==> src/rtl/graph_mix_pkg.sv <==
// +----------------------------------------------------------------------------+
// | Module      : graph_mix_pkg                                                |
// | Description : Shared types and constants for the multi-trace graph colour  |
// |               mixer: default component width, packed RGB type, default     |
// |               trace palette and a helper that scales a default entry to an |
// |               arbitrary component width.                                   |
// | Revision    : 1.0 - initial release                                        |
// +----------------------------------------------------------------------------+
`default_nettype none

package graph_mix_pkg;

  localparam int CW_DEFAULT = 8;
  localparam int N_DEFAULTS = 6;

  typedef struct packed {
    logic [CW_DEFAULT-1:0] r;
    logic [CW_DEFAULT-1:0] g;
    logic [CW_DEFAULT-1:0] b;
  } rgb_t;

  // Entries 0..4 are the dedicated trace colours; the last entry is the
  // neutral grey used for every channel beyond the fifth.
  localparam rgb_t DEFAULT_PALETTE [N_DEFAULTS] = '{
    rgb_t'(24'hFF0000),
    rgb_t'(24'h00FF00),
    rgb_t'(24'h0000FF),
    rgb_t'(24'hC800C8),
    rgb_t'(24'h96AF00),
    rgb_t'(24'h808080)
  };

  // Returns the default colour of channel idx as {R,G,B} packed in the low
  // 3*cw bits. Each component is MSB-aligned to cw bits (left shift when
  // widening, truncating right shift when narrowing). Valid for cw <= 21.
  function automatic logic [63:0] pal_default(input int idx, input int cw);
    rgb_t                  e;
    logic [2:0]            sel;
    logic [CW_DEFAULT-1:0] comp [3];
    logic [63:0]           s;
    logic [63:0]           res;
    sel     = (idx < N_DEFAULTS - 1) ? 3'(idx) : 3'(N_DEFAULTS - 1);
    e       = DEFAULT_PALETTE[sel];
    comp[0] = e.r;
    comp[1] = e.g;
    comp[2] = e.b;
    res     = '0;
    for (int c = 0; c < 3; c++) begin
      s = 64'(comp[c]);
      if (cw >= CW_DEFAULT) s = s << (cw - CW_DEFAULT);
      else                  s = s >> (CW_DEFAULT - cw);
      res = res | (s << ((2 - c) * cw));
    end
    return res;
  endfunction

endpackage

`default_nettype wire

==> src/rtl/graph_mix_sat_add.sv <==
// +----------------------------------------------------------------------------+
// | Module      : graph_mix_sat_add                                            |
// | Description : N-input masked saturating adder for one colour component.    |
// |               Sums every input whose mask bit is set and clamps the result |
// |               to the largest CW-bit value.                                 |
// | Ports       : i_mask [N_CH]      - per-input enable                        |
// |               i_vals [N_CH*CW]   - inputs, input i at [i*CW +: CW]         |
// |               o_sum  [CW]        - clamped sum (combinational)             |
// | Revision    : 1.0 - initial release                                        |
// +----------------------------------------------------------------------------+
`default_nettype none

module graph_mix_sat_add #(
  parameter int N_CH = 5,
  parameter int CW   = 8
) (
  input  logic [N_CH-1:0]    i_mask,
  input  logic [N_CH*CW-1:0] i_vals,
  output logic [CW-1:0]      o_sum
);

  // Wide enough that N_CH full-scale inputs never wrap before clamping.
  localparam int c_SUM_W = CW + $clog2(N_CH + 1);

  logic [c_SUM_W-1:0] w_acc;

  always_comb begin
    w_acc = '0;
    for (int i = 0; i < N_CH; i++) begin
      if (i_mask[i]) w_acc = w_acc + c_SUM_W'(i_vals[i*CW +: CW]);
    end
  end

  // Any bit above the component width means the sum exceeded full scale.
  assign o_sum = (|w_acc[c_SUM_W-1:CW]) ? {CW{1'b1}} : w_acc[CW-1:0];

endmodule

`default_nettype wire

==> src/rtl/graph_trace_mixer.sv <==
// +----------------------------------------------------------------------------+
// | Module      : graph_trace_mixer                                            |
// | Description : Two-stage pipelined colour mixer for the multi-trace sensor  |
// |               graph. Each pixel's trace code is masked by the channel      |
// |               enables (and optional blink suppression), then the palette   |
// |               colours of all hit channels are summed with per-component    |
// |               saturation. Fixed 2-clock latency, full throughput.          |
// | Config      : GRAPH_MIX_BLINK_EN - adds blink_mask input and a frame       |
// |               counter that suppresses masked channels on alternate         |
// |               BLINK_FRAMES-frame half-periods.                             |
// | Ports       : clk, rst (async, active high)                                |
// |               pal_we/pal_addr/pal_data - runtime palette write             |
// |               ch_en       - channel enable mask                            |
// |               in_valid/in_px_code/in_sof - pixel stream from renderer      |
// |               blink_mask  - channels that blink (GRAPH_MIX_BLINK_EN only)  |
// |               out_valid/out_R/out_G/out_B/out_hit - mixed pixel            |
// | Revision    : 1.0 - initial release                                        |
// +----------------------------------------------------------------------------+
`default_nettype none

module graph_trace_mixer
  import graph_mix_pkg::*;
#(
  parameter int N_CH = 5,
  parameter int CW   = CW_DEFAULT
`ifdef GRAPH_MIX_BLINK_EN
  , parameter int BLINK_FRAMES = 30
`endif
  , localparam int AW = (N_CH > 1) ? $clog2(N_CH) : 1
) (
  input  logic            clk,
  input  logic            rst,
  input  logic            pal_we,
  input  logic [AW-1:0]   pal_addr,
  input  logic [3*CW-1:0] pal_data,
  input  logic [N_CH-1:0] ch_en,
  input  logic            in_valid,
  input  logic [N_CH-1:0] in_px_code,
  input  logic            in_sof,
`ifdef GRAPH_MIX_BLINK_EN
  input  logic [N_CH-1:0] blink_mask,
`endif
  output logic            out_valid,
  output logic [CW-1:0]   out_R,
  output logic [CW-1:0]   out_G,
  output logic [CW-1:0]   out_B,
  output logic            out_hit
);

  function automatic logic [3*CW-1:0] def_entry(input int idx);
    logic [63:0] t;
    t = pal_default(idx, CW);
    return t[3*CW-1:0];
  endfunction

  // --------------------------------------------------------------------------
  // Blink suppression
  // --------------------------------------------------------------------------
  logic [N_CH-1:0] w_suppress;

`ifdef GRAPH_MIX_BLINK_EN
  localparam int c_FC_W = (BLINK_FRAMES > 1) ? $clog2(BLINK_FRAMES) : 1;

  logic [c_FC_W-1:0] r_fc;
  logic              r_blink_phase;

  always_ff @(posedge clk or posedge rst) begin
    if (rst) begin
      r_fc          <= '0;
      r_blink_phase <= 1'b0;
    end else if (in_sof) begin
      if (r_fc == c_FC_W'(BLINK_FRAMES - 1)) begin
        r_fc          <= '0;
        r_blink_phase <= ~r_blink_phase;
      end else begin
        r_fc <= r_fc + 1'b1;
      end
    end
  end

  // A pixel arriving with in_sof sees the phase from before that edge.
  assign w_suppress = r_blink_phase ? blink_mask : '0;
`else
  logic w_unused_sof;
  assign w_unused_sof = in_sof;
  assign w_suppress   = '0;
`endif

  // --------------------------------------------------------------------------
  // Palette registers
  // --------------------------------------------------------------------------
  logic [3*CW-1:0] r_pal [N_CH];

  // Addresses >= N_CH match no entry, so such writes are dropped.
  always_ff @(posedge clk or posedge rst) begin
    if (rst) begin
      for (int i = 0; i < N_CH; i++) r_pal[i] <= def_entry(i);
    end else if (pal_we) begin
      for (int i = 0; i < N_CH; i++) begin
        if (pal_addr == AW'(i)) r_pal[i] <= pal_data;
      end
    end
  end

  // --------------------------------------------------------------------------
  // Stage 1: capture valid and effective channel hits
  // --------------------------------------------------------------------------
  logic            r_v1;
  logic [N_CH-1:0] r_c1;

  always_ff @(posedge clk or posedge rst) begin
    if (rst) begin
      r_v1 <= 1'b0;
      r_c1 <= '0;
    end else begin
      r_v1 <= in_valid;
      r_c1 <= in_px_code & ch_en & ~w_suppress;
    end
  end

  // --------------------------------------------------------------------------
  // Stage 2: per-component saturating sum over the hit channels
  // --------------------------------------------------------------------------
  logic [N_CH*CW-1:0] w_vals_r;
  logic [N_CH*CW-1:0] w_vals_g;
  logic [N_CH*CW-1:0] w_vals_b;
  logic [CW-1:0]      w_sum_r;
  logic [CW-1:0]      w_sum_g;
  logic [CW-1:0]      w_sum_b;

  for (genvar i = 0; i < N_CH; i++) begin : g_flat
    assign w_vals_r[i*CW +: CW] = r_pal[i][3*CW-1 -: CW];
    assign w_vals_g[i*CW +: CW] = r_pal[i][2*CW-1 -: CW];
    assign w_vals_b[i*CW +: CW] = r_pal[i][CW-1:0];
  end

  graph_mix_sat_add #(.N_CH(N_CH), .CW(CW)) u_add_r (
    .i_mask (r_c1),
    .i_vals (w_vals_r),
    .o_sum  (w_sum_r)
  );

  graph_mix_sat_add #(.N_CH(N_CH), .CW(CW)) u_add_g (
    .i_mask (r_c1),
    .i_vals (w_vals_g),
    .o_sum  (w_sum_g)
  );

  graph_mix_sat_add #(.N_CH(N_CH), .CW(CW)) u_add_b (
    .i_mask (r_c1),
    .i_vals (w_vals_b),
    .o_sum  (w_sum_b)
  );

  // Bubbles are forced to all-zero so the downstream mux never sees stale colour.
  always_ff @(posedge clk or posedge rst) begin
    if (rst) begin
      out_valid <= 1'b0;
      out_R     <= '0;
      out_G     <= '0;
      out_B     <= '0;
      out_hit   <= 1'b0;
    end else if (r_v1) begin
      out_valid <= 1'b1;
      out_R     <= w_sum_r;
      out_G     <= w_sum_g;
      out_B     <= w_sum_b;
      out_hit   <= |r_c1;
    end else begin
      out_valid <= 1'b0;
      out_R     <= '0;
      out_G     <= '0;
      out_B     <= '0;
      out_hit   <= 1'b0;
    end
  end

endmodule

`default_nettype wire

==> config.mk <==
export PLATFORM = sky130hd
export DESIGN_NAME = graph_trace_mixer
export DESIGN_NICKNAME = d
export VERILOG_FILES = /design/src/rtl/graph_mix_pkg.sv /design/src/rtl/graph_mix_sat_add.sv /design/src/rtl/graph_trace_mixer.sv
export SDC_FILE = /design/constraint.sdc
export NUM_CORES = 1
export LEC_CHECK = 0
export BUFFER_PORTS_ARGS = -buffer_cell sky130_fd_sc_hd__buf_2
export CELL_PAD_IN_SITES_DETAIL_PLACEMENT = 0
export CELL_PAD_IN_SITES_GLOBAL_PLACEMENT = 1
export CORE_AREA = 2 2 160 162
export CTS_CLUSTER_DIAMETER = 80
export CTS_CLUSTER_SIZE = 14
export DETAILED_ROUTE_END_ITERATION = 10
export DIE_AREA = 0 0 162 164
export GPL_ROUTABILITY_DRIVEN = 1
export HOLD_SLACK_MARGIN = 0.06
export PLACE_DENSITY_LB_ADDON = 0.1
export SYNTH_ARGS = -nofsm -noshare
export SYNTH_HDL_FRONTEND = slang
export SYNTH_SLANG_ARGS = --single-unit
==> constraint.sdc <==
create_clock -name clk -period 6.6 [get_ports clk]
set_clock_uncertainty 0.1 [all_clocks]
set_input_delay 0.66 -clock clk [delete_from_list [all_inputs] [get_ports clk]]
set_output_delay 0.66 -clock clk [all_outputs]
set_load 0.01 [all_outputs]
==> run summary <==
die width = 162 microns
class of the tightest hold or removal check = in2reg
number of buffers on the longest clock path = 2
antenna-violating nets left = 0
Reg area = 3850 sq um
startpoint-to-endpoint class of the critical path = reg2reg
kind of cell adding the most delay to the critical path = compound AO/OA/AOI/OAI gates
routability congestion estimate from global placement = 0.802
post-placement cell count = 1499
aggregate global-route resource usage = 20.8%
Wirelength per Cell = 17.4 microns
hold slack final = 237 ps
CTS H-Tree Depth = 4
number of nets in the synthesized netlist = 1263
hold violation total from the final report = 0
global-route wire length before repair = 43200 microns
clock insertion delay at the later pin of the skew report = 430 ps
worst voltage drop across the vdd grid = 158 uV
net count of the finished layout = 1351
Netlist cell types = 73
element type at the critical path end = flop
biggest fanout along the worst timing path = 5
count of inserted antenna diode cells = 0
area of the core = 24800 sq um
most common cell in the netlist = sky130_fd_sc_hd__mux2_2
actual slew at the worst max-slew pin = 709 ps
final max-slew violation count = 0
Worst Path Buf+Inv = 2
number of core rows = 58
number of maximum-capacitance constraint violations = 0
# clock sinks = 152
total global routing overflow = 0
fraction of layout instances using a drive strength above 1 = 31.8%
number of buffers added by the clock tree synthesis step = 17
area added between synthesis and finish = 16.6%
power density over the cells = 329 nW/um^2
# fillers = 2327
post-layout min period = 6290 ps
number of warnings reported in the yosys synthesis log = 0
vias in the first global route = 8411
total area of multi-input combinational cells = 7110 sq um
cells after synthesis = 1110
maximum clock frequency = 159 MHz
relative max-transition margin = 52.7%
per-instance average area after synthesis = 9.91 sq um
total wire length after detailed routing = 26900 microns
pin count of the biggest net entering global routing = 80
startpoint class of the critical path = flop
proportion of register bits with asynchronous set or reset after synthesis = 100%
total leakage power = 0.00568 uW
leading area contributor after synthesis = sky130_fd_sc_hd__dfrtp_1
count of TritonRoute iterations in the first routing pass = 5
final critical-path share of the clock period = 95.3%
Port-buffer cells = 66
count of endpoints failing setup in the final report = 0
initial standard-cell utilization of the core = 44.3%
most used standard cells in the synthesized netlist = sky130_fd_sc_hd__mux2_2, sky130_fd_sc_hd__dfrtp_1, sky130_fd_sc_hd__ha_1
number of enable flip-flop cells after synthesis = 0
fraction of synthesized cell area taken by the top area cell type = 25.5%
share of the yosys chip area belonging to registers = 35.0%
hold-fix buffer count after cts = 0
root buf cell = sky130_fd_sc_hd__clkbuf_16
status = completed
number of remaining DRC errors = 0
number of violations reported at the end of detailed-routing iteration 0 = 315
slowest stage cell, crit path = sky130_fd_sc_hd__dfstp_2
boundary pin count = 68
clock-pin transition on the worst setup and hold timing paths = 70 ps
largest cells by area after synthesis = sky130_fd_sc_hd__dfrtp_1, sky130_fd_sc_hd__mux2_2, sky130_fd_sc_hd__ha_1, sky130_fd_sc_hd__dfstp_2, sky130_fd_sc_hd__o21ai_0
required time reported for the critical path endpoint = 6850 ps
final core utilization = 51.6%
HPWL reported at the end of detailed placement = 20400 microns
most instantiated flip-flop cell in the synthesis netlist = sky130_fd_sc_hd__dfrtp_1
post-route insts no fill = 1541
antenna violations before repair = 0
vias = 8406
clock tree from TritonCTS = yes
post-detailed-route via-to-cell ratio = 5.45
Worst EP arrival = 6530 ps
cell area after synthesis = 11000 sq um
vertical die dimension = 164 microns
die outline area = 26600 sq um
flip-flop and latch count after synthesis = 152
peak per-stage delay on the critical path = 520 ps
-- metal layers --
layer	up-vias	global-route usage [%]	part of all wire, %
met1	4096	23.7	42
met2	85	40.5	55
met4	0	5.35	1.5
met5	-	0	0
met3	18	3.03	1.9
li1	4207	-	-
-- path summary, 6_finish.rpt --
| check | from | end | slack [ps] | cells past startpoint |
|---|---|---|---|---|
| max in group asynchronous | rst | out_R[1]$_DFF_PP0_ | 5030 | 3 |
| worst max-delay path | r_pal[112]$_DFFE_PP1P_ | out_R[2]$_DFF_PP0_ | 310 | 29 |
| min in group asynchronous | rst | r_pal[90]$_DFFE_PP0P_ | 270 | 2 |
| worst min-delay path | in_valid | r_v1$_DFF_PP0_ | 240 | 1 |
| worst max register to register | r_pal[112]$_DFFE_PP1P_ | out_R[2]$_DFF_PP0_ | 310 | 29 |
| worst min register to register | r_pal[103]$_DFFE_PP0P_ | r_pal[103]$_DFFE_PP0P_ | 400 | 1 |
-- timing repair --
item,4_1_cts,5_1_grt
setup buffers,0,10
gates resized for setup,0,70
setup endpoints to repair,0,24
-- layout by cell type (no fill, tap or decap), drive strengths merged, types with 16 or more instances in the layout --
| cell | count |
|---|---|
| nor2b | 23 |
| a211oi | 22 |
| nor2 | 79 |
| nand3 | 16 |
| o21a | 26 |
| buf | 102 |
| nand2 | 73 |
| dfrtp | 112 |
| nor3 | 18 |
| clkbuf | 19 |
| xor2 | 17 |
| dfstp | 40 |
| xnor2 | 27 |
| a21o | 20 |
| inv | 65 |
| ha | 99 |
| o21ai | 82 |
| mux2 | 141 |
| a21oi | 48 |
| and2 | 23 |
-- sequential cells by signal (all words and copies together) (netlist names) --
register and cells:
out_R 8, r_pal 120, r_c1 5, out_G 8, out_B 8, out_hit 1
out_valid 1, r_v1 1
-- cell type report --
class                           instances  area share [%]
Multi-Input combinational cell        861            55.5
Inverter                               64            1.91
Clock inverter                         13           0.957
Tap cell                              330            3.22
Timing Repair Buffer                  102            4.81
Clock buffer                           19            3.53
Sequential cell                       152            30.1
-- through the flow --
stage | worst slack (ps) | TNS, ps | power, uW | cell area (sq um)
floorplan | 740 | 0 | 2710 | 11000
global placement | 80.5 | 0 | 3110 | 11800
detailed placement | 89.4 | 0 | 3130 | 11800
CTS | 29.3 | 0 | 4120 | 12400
global route | -35.9 | -171 | 4560 | 12800
finish | 312 | 0 | 4220 | 12800
-- logic make-up after synthesis --
kind of cell             synth area share [%]
AO/OA/AOI/OAI                            17.5
AND/OR/NAND/NOR                          11.6
multiplexers                             15.5
flip-flops                               35.0
adder cells (fa/ha/maj)                  13.4
buffers and inverters                    3.35
XOR/XNOR                                 3.50
-- report_power, final --
part / switching (uW) / internal [uW]
combinational: 1010 / 940
sequential: 117 / 1180
clock: 427 / 542
No activity file was read; power rests on OpenSTA's default activity.
